[src/rtl/fetch_stage.sv]
// Instruction fetch stage: one outstanding imem request, a single-entry output
// buffer toward decode, and redirect handling that discards stale responses.
module fetch_stage #(
    parameter int                    INSTR_WIDTH = 32,
    parameter int                    ADDR_WIDTH  = 32,
    parameter logic [ADDR_WIDTH-1:0] RESET_PC    = '0
) (
    input  logic                   clk,
    input  logic                   rst,
    output logic                   imem_req_valid,
    input  logic                   imem_req_ready,
    output logic [ADDR_WIDTH-1:0]  imem_req_addr,
    input  logic                   imem_resp_valid,
    input  logic [INSTR_WIDTH-1:0] imem_resp_data,
    input  logic                   redirect_valid,
    input  logic [ADDR_WIDTH-1:0]  redirect_pc,
    output logic                   out_valid,
    input  logic                   out_ready,
    output logic [INSTR_WIDTH-1:0] out_instr,
    output logic [ADDR_WIDTH-1:0]  out_pc
);

    localparam logic [INSTR_WIDTH-1:0] NOP = INSTR_WIDTH'(32'h0000_0013);

    typedef enum logic [1:0] {S_REQ, S_WAIT, S_HOLD, S_DROP} state_t;

    state_t                 r_state;
    state_t                 w_next;
    logic [ADDR_WIDTH-1:0]  r_pc;
    logic [INSTR_WIDTH-1:0] r_instr;
    logic [ADDR_WIDTH-1:0]  r_out_pc;
    logic                   w_accept;
    logic                   w_capture;

    assign w_accept  = imem_req_valid & imem_req_ready;
    assign w_capture = (r_state == S_WAIT) & imem_resp_valid & ~redirect_valid;

    always_ff @(posedge clk or posedge rst) begin
        if (rst) r_state <= S_REQ;
        else     r_state <= w_next;
    end

    always_comb begin
        w_next = r_state;
        case (r_state)
            S_REQ: begin
                // An accepted request abandoned by a redirect still owes us a response.
                if (redirect_valid) w_next = w_accept ? S_DROP : S_REQ;
                else if (w_accept)  w_next = S_WAIT;
            end
            S_WAIT: begin
                if (redirect_valid)       w_next = imem_resp_valid ? S_REQ : S_DROP;
                else if (imem_resp_valid) w_next = S_HOLD;
            end
            S_HOLD: begin
                if (redirect_valid || out_ready) w_next = S_REQ;
            end
            S_DROP: begin
                // A redirect only retargets pc here; the stale response still ends the drop.
                if (imem_resp_valid) w_next = S_REQ;
            end
            default: w_next = S_REQ;
        endcase
    end

    always_comb begin
        imem_req_valid = (r_state == S_REQ) & ~rst;
        imem_req_addr  = r_pc;
        out_valid      = (r_state == S_HOLD);
        out_instr      = out_valid ? r_instr : NOP;
        out_pc         = r_out_pc;
    end

    always_ff @(posedge clk or posedge rst) begin
        if (rst) begin
            r_pc     <= RESET_PC;
            r_instr  <= NOP;
            r_out_pc <= '0;
        end else begin
            if (redirect_valid)
                r_pc <= {redirect_pc[ADDR_WIDTH-1:2], 2'b00};
            else if (r_state == S_HOLD && out_ready)
                r_pc <= r_pc + ADDR_WIDTH'(4);
            if (w_capture) begin
                r_instr  <= imem_resp_data;
                r_out_pc <= r_pc;
            end
        end
    end

endmodule

[config.mk]
export PLATFORM = sky130hd
export DESIGN_NAME = fetch_stage
export DESIGN_NICKNAME = d
export VERILOG_FILES = /design/src/rtl/fetch_stage.sv
export SDC_FILE = /design/constraint.sdc
export NUM_CORES = 1
export LEC_CHECK = 0
export CAP_MARGIN = 0
export CELL_PAD_IN_SITES_DETAIL_PLACEMENT = 0
export CELL_PAD_IN_SITES_GLOBAL_PLACEMENT = 2
export CORE_MARGIN = 8
export CORE_UTILIZATION = 39
export DETAILED_ROUTE_END_ITERATION = 7
export DONT_BUFFER_PORTS = 1
export PLACE_DENSITY = 0.79
export SLEW_MARGIN = 20
export SYNTH_ARGS = -nofsm -noshare
export SYNTH_HDL_FRONTEND = slang
export SYNTH_SLANG_ARGS = --single-unit
[constraint.sdc]
create_clock -name clk -period 3.4 [get_ports clk]
set_input_delay 0 -clock clk [delete_from_list [all_inputs] [get_ports clk]]
set_output_delay 0 -clock clk [all_outputs]
set_load 0.02 [all_outputs]
==> out/qor.csv <==
metric,value,unit
slew_headroom,38.9,%
nets,550,
io_buffer_count,0,
syn-mean-instance-area,11.3,um2
grt_pass1_wl,19300,um
core,11400,um2
clock_latency,0.33,ns
crit_path_end_kind,flip-flop,
synth_top_area_share,50.6,%
outcome,finished clean,
p_total,3.82,mW
drive_gt1_share,19.6,%
cts_max_path_buffers,2,
finalNonFillerCells,627,
yosysWarnings,0,
grt_max_degree,65,
syn_area,4500,um2
cts-resized-gates,0,
post-route-drc-count,0,
power_density,660,nW/um2
fmax,409,MHz
start_util,39.6,%
ys_seq_elements,94,
cts_hold_buf,90,
synth_edf_count,0,
finalHoldViolCount,0,
grt_antenna_before_repair,0,
fin_crit,2.44,ns
tightest_slew,0.915,ns
required,3.65,ns
wl_per_cell,19.8,um
syn_inst,398,
hold_slack,0.0169,ns
setup_slack,0.957,ns
clock-root-buffer,clkbuf_16,
slew_viol_final,0,
gp_congestion,0.678,
leakage,2.33,nW
ant_nets,0,
vdd_drop_max,0.421,mV
htree_levels,3,
critPathKind,reg -> reg,
reg2reg_to,imem_req_addr[20],
setup_viol,0,
clk_pin_slew,0.06,ns
cts_tree,done,
dp_hpwl,8330,um
timing.rr.start,imem_req_addr[2],
arrival,2.69,ns
synth.distinct_cells,43,
viasPerCell,5.52,
track_usage,16.3,%
ff2ff_path_depth,5,
place_ws,0.979,ns
finalSetupTns,0,ns
rsz0062_at_grt,false,
vias,3461,
synth.most_common_cell,dfrtp_1,
clock-sinks,94,
cts_setup_buffers,0,
grt-ovfl-total,0,
synthArstFlopShare,100,%
synth_top_cells_by_count,"dfrtp_1 (91), mux2_2 (62), and2_1 (31), nand2_1 (31), nand3_1 (17)",
drt-total-wl,12400,um
dp_cells,521,
n_antenna_cell,0,
rows,39,
cts_buffers,9,
grt_pass1_vias,3567,
initialDrtViolationCount,182,
syn2layout_area_growth,28.4,%
synth_top_area_cell,dfrtp_1,
endpoint,imem_req_addr[20],
synthFlopType,dfrtp_1,
startpoint_type,flip-flop,
cp_max_fo,13,
die_h,123,um
crit_start,imem_req_addr[2],
max_cap_viol_count,0,
drt_pre_antenna_iters,4,
synth_area_leaders,"dfrtp_1 (51%), mux2_2 (16%), and2_1 (4.3%)",
regToRegSetupSlack,0.96,ns
die-area,15200,um2
fin_skew,0.00691,ns
chipWidth,123,um
hold_path_class,in -> reg,
seq_area_frac_synth,52.3,%
ios,168,
finalCritPeriodShare,71.8,%
## how the worst min path moves through the flow
stage,from,depth (start not counted),to,slack [ns]
2_1_floorplan,rst,1,imem_req_valid,0.09
3_3_place_gp,rst,1,r_instr[28],0.07
3_5_place_dp,rst,1,imem_req_addr[4],0.08
4_1_cts,redirect_valid,3,imem_req_addr[17],0.009
5_1_grt,redirect_valid,3,imem_req_addr[17],0.04
6_report,redirect_valid,3,imem_req_addr[17],0.02
## critical path: stages, from the launching register on
cell	delay (ns)
dfrtp_1	0.57
ha_1	0.29
inv_1	0.12
or4_4	0.66
or4_1	0.54
a31oi_1	0.17
## layout by cell type, fill, tap and decap left out, types with 7 or more instances in the layout
master	count
dlygate4sd3_1	89
nor2_1	15
o31ai_1	7
o311ai_0	8
a31oi_1	10
nand2_1	31
nand4_1	8
o21ai_0	15
xnor2_1	7
dfrtp_1	91
clkbuf_16	9
or4_1	10
mux2_2	62
nand3_1	17
and2_1	30
## state kept, by name, indices dropped and copies added, names as in the netlist
name and count:
r_instr 32, imem_req_addr 30, out_pc 30, r_state 2
## cell type report
| type | instances | area (um2) |
|---|---|---|
| inverter | 7 | 28.8 |
| clock inverter | 1 | 5.00 |
| tap | 143 | 179 |
| multi-input combinational | 273 | 1990 |
| clock buffer | 15 | 268 |
| timing repair buffer | 94 | 953 |
| sequential | 94 | 2360 |
| fill | 990 | 5590 |
## where the power goes
part	total (mW)	leakage (nW)	switching [mW]	internal (mW)
Sequential	2.08	1.12	0.551	1.53
Clock	0.936	0.134	0.400	0.536
Combinational	0.796	1.07	0.350	0.446
Total	3.82	2.33	1.30	2.51
## layer usage
layer  global-route usage [%]  vias up  wire (um)
met4                     6.02        0        199
met3                     4.47       15       1020
met1                     20.0     1731       5240
li1                         -     1597          -
met5                        0        -          0
met2                     26.8      118       5980
## metrics by stage
step | utilization, % | instance area (um2)
floorplan | - | 4520
global placement | 40.5 | 4600
detailed placement | 40.5 | 4600
CTS | 50.9 | 5780
global route | 50.9 | 5780
finish | 50.9 | 5780
## logic make-up after synthesis
kind of cell | synth area share, %
buf+inv | 3.78
other cells | 0.0833
mux | 15.7
compound gates | 7.28
simple gates | 18.8
xor+xnor | 1.75
flops | 52.3
fa+ha+maj | 0.278
(Power assumes the default switching activity.)
